**config.mk**
```make
export PLATFORM = sky130hd
export DESIGN_NAME = i2c_register_bridge
export DESIGN_NICKNAME = d
export VERILOG_FILES = /design/src/rtl/i2c_bridge_pkg.sv /design/src/rtl/i2c_line_filter.sv /design/src/rtl/i2c_register_bridge.sv
export SDC_FILE = /design/constraint.sdc
export NUM_CORES = 1
export LEC_CHECK = 0
export ABC_AREA = 1
export CORE_AREA = 2 2 107 135
export CTS_CLUSTER_DIAMETER = 80
export DETAILED_ROUTE_END_ITERATION = 12
export DIE_AREA = 0 0 109 137
export SYNTH_ARGS = -nofsm -noshare
export SYNTH_HDL_FRONTEND = slang
export SYNTH_SLANG_ARGS = --single-unit
```
**constraint.sdc**
```tcl
create_clock -name clk -period 1.9 [get_ports clk]
set_input_delay 0.57 -clock clk [delete_from_list [all_inputs] [get_ports clk]]
set_output_delay 0.57 -clock clk [all_outputs]
set_load 0.005 [all_outputs]
```
**src/rtl/i2c_bridge_pkg.sv**
```systemverilog
// Shared types for the I2C register bridge: protocol states and R/W bit values.
package i2c_bridge_pkg;

  typedef enum logic [3:0] {
    StIdle,
    StDevAddr,
    StDevAck,
    StRegAddr,
    StRegAck,
    StWrData,
    StWrAck,
    StRdData,
    StRdAck,
    StIgnore
  } I2cState;

  localparam logic I2C_WRITE = 1'b0;
  localparam logic I2C_READ  = 1'b1;

endpackage

```
**src/rtl/i2c_line_filter.sv**
```systemverilog
// Conditions one raw bus line: 2-FF synchronizer, FILT_LEN-sample glitch filter,
// and single-cycle rise/fall pulses aligned with the filtered level change.
module i2c_line_filter #(
  parameter int unsigned FILT_LEN = 4  // 2..15
) (
  input  logic clk,
  input  logic reset_n,
  input  logic line_in,
  output logic level,
  output logic rise,
  output logic fall
);

  logic       sync1_q, sync2_q;
  logic       level_q, rise_q, fall_q;
  logic [3:0] cnt_q;

  // Synchronize, then flip the level only after FILT_LEN consecutive differing samples.
  always_ff @(posedge clk or negedge reset_n) begin
    if (!reset_n) begin
      sync1_q <= 1'b1;
      sync2_q <= 1'b1;
      level_q <= 1'b1;
      rise_q  <= 1'b0;
      fall_q  <= 1'b0;
      cnt_q   <= 4'd0;
    end else begin
      sync1_q <= line_in;
      sync2_q <= sync1_q;
      rise_q  <= 1'b0;
      fall_q  <= 1'b0;
      if (sync2_q == level_q) begin
        cnt_q <= 4'd0;
      end else if (cnt_q == 4'(FILT_LEN - 1)) begin
        level_q <= sync2_q;
        rise_q  <= sync2_q;
        fall_q  <= ~sync2_q;
        cnt_q   <= 4'd0;
      end else begin
        cnt_q <= cnt_q + 4'd1;
      end
    end
  end

  assign level = level_q;
  assign rise  = rise_q;
  assign fall  = fall_q;

endmodule

```
**src/rtl/i2c_register_bridge.sv**
```systemverilog
// I2C slave protocol layer feeding a parallel 8-bit register port: device address
// match, register pointer with auto-increment, write strobes and read-data shifting.
module i2c_register_bridge
  import i2c_bridge_pkg::*;
#(
  parameter logic [6:0]  DEV_ADDR = 7'h3D,
  parameter int unsigned FILT_LEN = 4,
  parameter int unsigned SDA_HOLD = 3   // >= 1
) (
  input  logic       clk,
  input  logic       reset_n,
  input  logic       scl_in,
  input  logic       sda_in,
  output logic       sda_oe,
  output logic [7:0] addr,
  output logic [7:0] dataIn,
  output logic       writeEn,
  input  logic [7:0] dataOut,
  output logic       busy
);

  localparam int unsigned HoldW = (SDA_HOLD < 2) ? 1 : $clog2(SDA_HOLD + 1);

  logic scl_lvl, scl_rise, scl_fall;
  logic sda_lvl, sda_rise, sda_fall;

  i2c_line_filter #(.FILT_LEN(FILT_LEN)) u_scl_filter (
    .clk     (clk),
    .reset_n (reset_n),
    .line_in (scl_in),
    .level   (scl_lvl),
    .rise    (scl_rise),
    .fall    (scl_fall)
  );

  i2c_line_filter #(.FILT_LEN(FILT_LEN)) u_sda_filter (
    .clk     (clk),
    .reset_n (reset_n),
    .line_in (sda_in),
    .level   (sda_lvl),
    .rise    (sda_rise),
    .fall    (sda_fall)
  );

  I2cState          state_q;
  logic [2:0]       bit_cnt_q;
  logic [1:0]       ack_phase_q;  // ack states: 0 wait 8th fall, 1 wait 9th edge, 2 wait 9th fall
  logic             rw_q;
  logic [7:0]       shift_q;
  logic [7:0]       addr_q;
  logic [7:0]       data_in_q;
  logic             write_en_q;
  logic             busy_q;
  logic             sda_oe_q;
  logic             sda_pend_q;
  logic [HoldW-1:0] hold_cnt_q;

  logic       start_det, stop_det;
  logic [7:0] rx_byte;

  assign start_det = sda_fall & scl_lvl;
  assign stop_det  = sda_rise & scl_lvl;
  assign rx_byte   = {shift_q[6:0], sda_lvl};

  // Protocol FSM; SDA drive changes are queued at SCL falls and applied SDA_HOLD clks later.
  always_ff @(posedge clk or negedge reset_n) begin
    if (!reset_n) begin
      state_q     <= StIdle;
      bit_cnt_q   <= 3'd0;
      ack_phase_q <= 2'd0;
      rw_q        <= I2C_WRITE;
      shift_q     <= 8'h00;
      addr_q      <= 8'h00;
      data_in_q   <= 8'h00;
      write_en_q  <= 1'b0;
      busy_q      <= 1'b0;
      sda_oe_q    <= 1'b0;
      sda_pend_q  <= 1'b0;
      hold_cnt_q  <= '0;
    end else begin
      write_en_q <= 1'b0;
      if (hold_cnt_q != '0) begin
        hold_cnt_q <= hold_cnt_q - HoldW'(1);
        if (hold_cnt_q == HoldW'(1)) sda_oe_q <= sda_pend_q;
      end

      // Bus conditions win over any bit event in the same cycle.
      if (stop_det) begin
        state_q    <= StIdle;
        busy_q     <= 1'b0;
        sda_oe_q   <= 1'b0;
        hold_cnt_q <= '0;
        bit_cnt_q  <= 3'd0;
      end else if (start_det) begin
        state_q     <= StDevAddr;
        sda_oe_q    <= 1'b0;
        hold_cnt_q  <= '0;
        bit_cnt_q   <= 3'd0;
        ack_phase_q <= 2'd0;
      end else begin
        case (state_q)
          StDevAddr: begin
            if (scl_rise) begin
              shift_q   <= rx_byte;
              bit_cnt_q <= bit_cnt_q + 3'd1;
              if (bit_cnt_q == 3'd7) begin
                ack_phase_q <= 2'd0;
                if (rx_byte[7:1] == DEV_ADDR) begin
                  state_q <= StDevAck;
                  busy_q  <= 1'b1;
                  rw_q    <= rx_byte[0];
                end else begin
                  state_q <= StIgnore;
                  busy_q  <= 1'b0;
                end
              end
            end
          end

          StRegAddr: begin
            if (scl_rise) begin
              shift_q   <= rx_byte;
              bit_cnt_q <= bit_cnt_q + 3'd1;
              if (bit_cnt_q == 3'd7) begin
                addr_q      <= rx_byte;
                ack_phase_q <= 2'd0;
                state_q     <= StRegAck;
              end
            end
          end

          StWrData: begin
            if (scl_rise) begin
              shift_q   <= rx_byte;
              bit_cnt_q <= bit_cnt_q + 3'd1;
              if (bit_cnt_q == 3'd7) begin
                data_in_q   <= rx_byte;
                write_en_q  <= 1'b1;
                ack_phase_q <= 2'd0;
                state_q     <= StWrAck;
              end
            end
          end

          StDevAck, StRegAck, StWrAck: begin
            if (scl_fall) begin
              hold_cnt_q <= HoldW'(SDA_HOLD);
              if (ack_phase_q == 2'd0) begin
                sda_pend_q  <= 1'b1;
                ack_phase_q <= 2'd1;
              end else begin
                ack_phase_q <= 2'd0;
                sda_pend_q  <= 1'b0;
                if (state_q == StDevAck) begin
                  if (rw_q == I2C_READ) begin
                    shift_q    <= dataOut;
                    sda_pend_q <= ~dataOut[7];
                    state_q    <= StRdData;
                  end else begin
                    state_q <= StRegAddr;
                  end
                end else if (state_q == StRegAck) begin
                  state_q <= StWrData;
                end else begin
                  addr_q  <= addr_q + 8'd1;
                  state_q <= StWrData;
                end
              end
            end
          end

          StRdData: begin
            if (scl_rise) begin
              bit_cnt_q <= bit_cnt_q + 3'd1;
              if (bit_cnt_q == 3'd7) begin
                ack_phase_q <= 2'd0;
                state_q     <= StRdAck;
              end
            end else if (scl_fall) begin
              shift_q    <= {shift_q[6:0], 1'b0};
              sda_pend_q <= ~shift_q[6];
              hold_cnt_q <= HoldW'(SDA_HOLD);
            end
          end

          StRdAck: begin
            if (ack_phase_q == 2'd0 && scl_fall) begin
              sda_pend_q  <= 1'b0;
              hold_cnt_q  <= HoldW'(SDA_HOLD);
              ack_phase_q <= 2'd1;
            end else if (ack_phase_q == 2'd1 && scl_rise) begin
              // The pointer steps past every byte clocked out, so a NACKed final read
              // still leaves it one beyond the last byte transferred.
              addr_q <= addr_q + 8'd1;
              if (!sda_lvl) ack_phase_q <= 2'd2;
              else          state_q     <= StIgnore;
            end else if (ack_phase_q == 2'd2 && scl_fall) begin
              shift_q     <= dataOut;
              sda_pend_q  <= ~dataOut[7];
              hold_cnt_q  <= HoldW'(SDA_HOLD);
              bit_cnt_q   <= 3'd0;
              ack_phase_q <= 2'd0;
              state_q     <= StRdData;
            end
          end

          StIdle, StIgnore: ;

          default: state_q <= StIdle;
        endcase
      end
    end
  end

  // Reset releases SDA without waiting for the flop to settle.
  assign sda_oe  = sda_oe_q & reset_n;
  assign addr    = addr_q;
  assign dataIn  = data_in_q;
  assign writeEn = write_en_q;
  assign busy    = busy_q;

endmodule

```
==> summary.txt <==
Run status
  • Run status: finished clean

Finish
  • P&R area growth vs syn: 28.83%
  • Share of layout cells above drive strength 1: 14.56%
  • Final net count: 534
  • Commonest cells after routing, fill and taps aside: nand2_1, nand3_1, nor2_1
  • Antenna diodes: 0
  • Most common cell after layout, fill and taps aside: nand2_1
  • Final instance area: 4328 sq um

Critical path
  • Reg2reg start: bit_cnt_q[0]
  • Worst setup SP type: flop
  • Critical-path top delay cell: clkdlybuf4s50_1
  • Top delay family on crit path: buffers and inverters
  • Maximum fanout along the worst path: 6
  • CP Cell Sequence: clkdlybuf4s50_1
  • Reg2reg path depth: 11
  • R2r setup slk: 0.12 ns
  • Required @ worst endpoint: 1.33 ns
  • Peak per-stage delay on the critical path: 0.53 ns
  • RR Endpoint: state_q[0]
  • Critical setup path kind: flop to primary output
  • Buf/Inv on CP: 1
  • Worst setup EP type: primary output
  • CP arrival: 1.29 ns

CTS
  • H-Tree Level Count: 3
  • Clock Path Buffers: 2
  • Post-CTS Hold Buffers: 0
  • CTS Root Cell: clkbuf_16
  • Worst-path clk slew: 0.06 ns
  • Worst-Skew Late Latency: 0.34 ns
  • CTS tree: built
  • CTS Buf Count: 9
  • Clk sinks: 57

Power and ir drop
  • Maximum vdd ir drop: 459.1 uV
  • Pleak: 0.002215 uW
  • Total chip power: 3706 uW
  • Switching power share of the total: 24.86%
  • Comb pwr share: 9.5%
  • Power per Cell Area: 856.2 nW/um^2
  • P_sw: 921.0 uW
  • Internal power: 2785 uW
  • Part of the power in registers: 38.5%
  • Clock power frac: 52.0%

Logic synthesis
  • Yosys warning count: 0
  • Register bit count reported by yosys: 57
  • Cells after synthesis: 464
  • Post-synth design cell area: 3359 sq um
  • Syn Area/Cell: 7.240 sq um
  • Sequential-to-total area share from yosys stat: 42.68%
  • Net count after synthesis: 481
  • Synth cell types: 32

Global routing
  • First-pass GRT wire length: 14480 um
  • Total GRT Usage: 12.41%
  • Initial antenna violation count: 0
  • Pin count of the biggest net entering global routing: 58
  • Overflow after GRT: 0
  • Number of global-route vias before repair: 3037

Floorplan
  • Chip Width: 109 um
  • Initial Utilization: 24.64%
  • Site Rows: 48
  • Core area: 13630 sq um
  • Die Height: 137 um
  • Die Area: 14930 sq um
  • Io pins: 31

Min path
  • Hold path depth: 0
  • Hold_sp: u_sda_filter.sync1_q
  • Hold EP: u_sda_filter.sync2_q
  • Worst min path class: flop to flop

STA
  • Clk_skew: 0.01042 ns
  • Final Hold Vio Count: 0
  • Final Setup Violations: 0
  • Worst-Margin Slew: 0.7283 ns
  • Final Max Slew Viols: 0
  • Setup TNS Final: 0 ns
  • Setup WS post-layout: 0.04443 ns
  • Final Cycle Share: 97.66%
  • Peak Freq: 538.9 MHz
  • Min Tclk post-route: 1.856 ns
  • Relative slew slack: 51.45%

Routing
  • Average wire per standard cell: 12.41 um
  • Initial drt markers: 217
  • Vias: 3184
  • Via density: 4.568
  • Antenna-violating nets left: 0
  • Routed WL: 8648 um
  • DRT Pass-1 Iters: 5
  • DRC Markers: 0

Flow run
  • Max-Cap Viols: 0

Placed design
  • Place WS: -0.03357 ns
  • Port Buffers: 30
  • Final HPWL DP: 6488 um
  • Placed Area: 3933 sq um
  • Gp weighted congestion: 0.8821
[layer usage]
layer | vias to the layer above | global-route usage (%) | wire (um)
met2 | 92 | 20.05 | 4196
met5 | - | 0 | 0
met4 | 0 | 4.558 | 157
met1 | 1494 | 16.33 | 3815
li1 | 1581 | - | -
met3 | 17 | 2.476 | 479
[stage by stage]
stage	instances	utilization [%]	hold slack, ns
CTS	694	31.51	0.3550
global placement	677	28.85	0.3459
finish	697	31.75	0.3541
floorplan	464	-	0.2744
global route	697	31.75	0.3579
detailed placement	677	28.85	0.3472
[worst max-delay path by stage]
stage | depth (start not counted) | start | endpoint
final | 1 | addr[5] | addr[5]
after global placement | 4 | reset_n | sda_oe
after CTS | 1 | addr[2] | addr[2]
after global routing | 7 | bit_cnt_q[0] | dataIn[6]
after floorplan | 8 | bit_cnt_q[0] | dataIn[5]
after detailed placement | 4 | reset_n | sda_oe
[synthesized netlist by cell type]
cell | number | share of area [%]
nand2_1 | 157 | 18
nand3_1 | 55 | 8.2
dfrtp_1 | 51 | 38
nor2_1 | 51 | 5.7
inv_1 | 47 | 5.3
o21ai_0 | 23 | 3.4
nand4_1 | 8 | 1.5
a21oi_1 | 7 | 1.0
dfstp_2 | 6 | 4.7
nand2_2 | 6 | 1.1
nor3_1 | 6 | 0.89
ha_1 | 5 | 1.9
nand2_4 | 5 | 1.7
nor2_2 | 5 | 0.93
inv_2 | 4 | 0.45
buf_6 | 3 | 1.0
clkbuf_1 | 2 | 0.22
nand3_2 | 2 | 0.60
nand3b_1 | 2 | 0.45
nor2_4 | 2 | 0.67
nor2_8 | 2 | 1.2
o21ai_1 | 2 | 0.30
o21ai_2 | 2 | 0.52
xnor2_1 | 2 | 0.52
xor2_1 | 2 | 0.52
a211oi_1 | 1 | 0.22
buf_2 | 1 | 0.15
nand3_4 | 1 | 0.52
o21a_1 | 1 | 0.22
o21bai_1 | 1 | 0.22
o31ai_1 | 1 | 0.22
or2_2 | 1 | 0.19
[registers in the layout, summed over array words and instances, names as in the netlist, 2 cells and up]
register,count
ack_phase_q,2
addr,8
bit_cnt_q,3
dataIn,8
hold_cnt_q,2
shift_q,7
state_q,4
u_scl_filter.cnt_q,4
u_sda_filter.cnt_q,4
[repair_timing]
| action | 4_1_cts | 5_1_grt |
|---|---|---|
| resized for setup | 3 | 4 |
| endpoints found under the setup margin | 2 | 17 |
| buffers inserted | 1 | 3 |
[area by class of cell]
cell class | count | area [sq um]
clock buffer | 10 | 239.0
clock inverter | 6 | 113.9
fill | 1425 | 9305
inverter | 51 | 191.4
multi-input combinational | 350 | 1695
sequential | 57 | 1438
tap | 175 | 219.0
timing repair buffer | 48 | 431.7
[power groups by stage]
stage               clock, uW  sequential, uW  combinational (uW)
floorplan                   0            1410                 242
global placement            0            1440                 341
detailed placement          0            1450                 357
CTS                      1950            1430                 358
global route             2010            1440                 414
finish                   1930            1430                 353
[logic make-up (layout without fill, tap and decap cells)]
family | after synthesis | in the layout | share of synthesized area (%)
buffers and inverters | 57 | 115 | 7.076
AND/OR/NAND/NOR | 303 | 303 | 41.15
flip-flops | 57 | 57 | 42.68
AO/OA/AOI/OAI | 38 | 38 | 6.183
XOR/XNOR | 4 | 4 | 1.043
adder cells (fa/ha/maj) | 5 | 5 | 1.862
(Power assumes the default switching activity.)
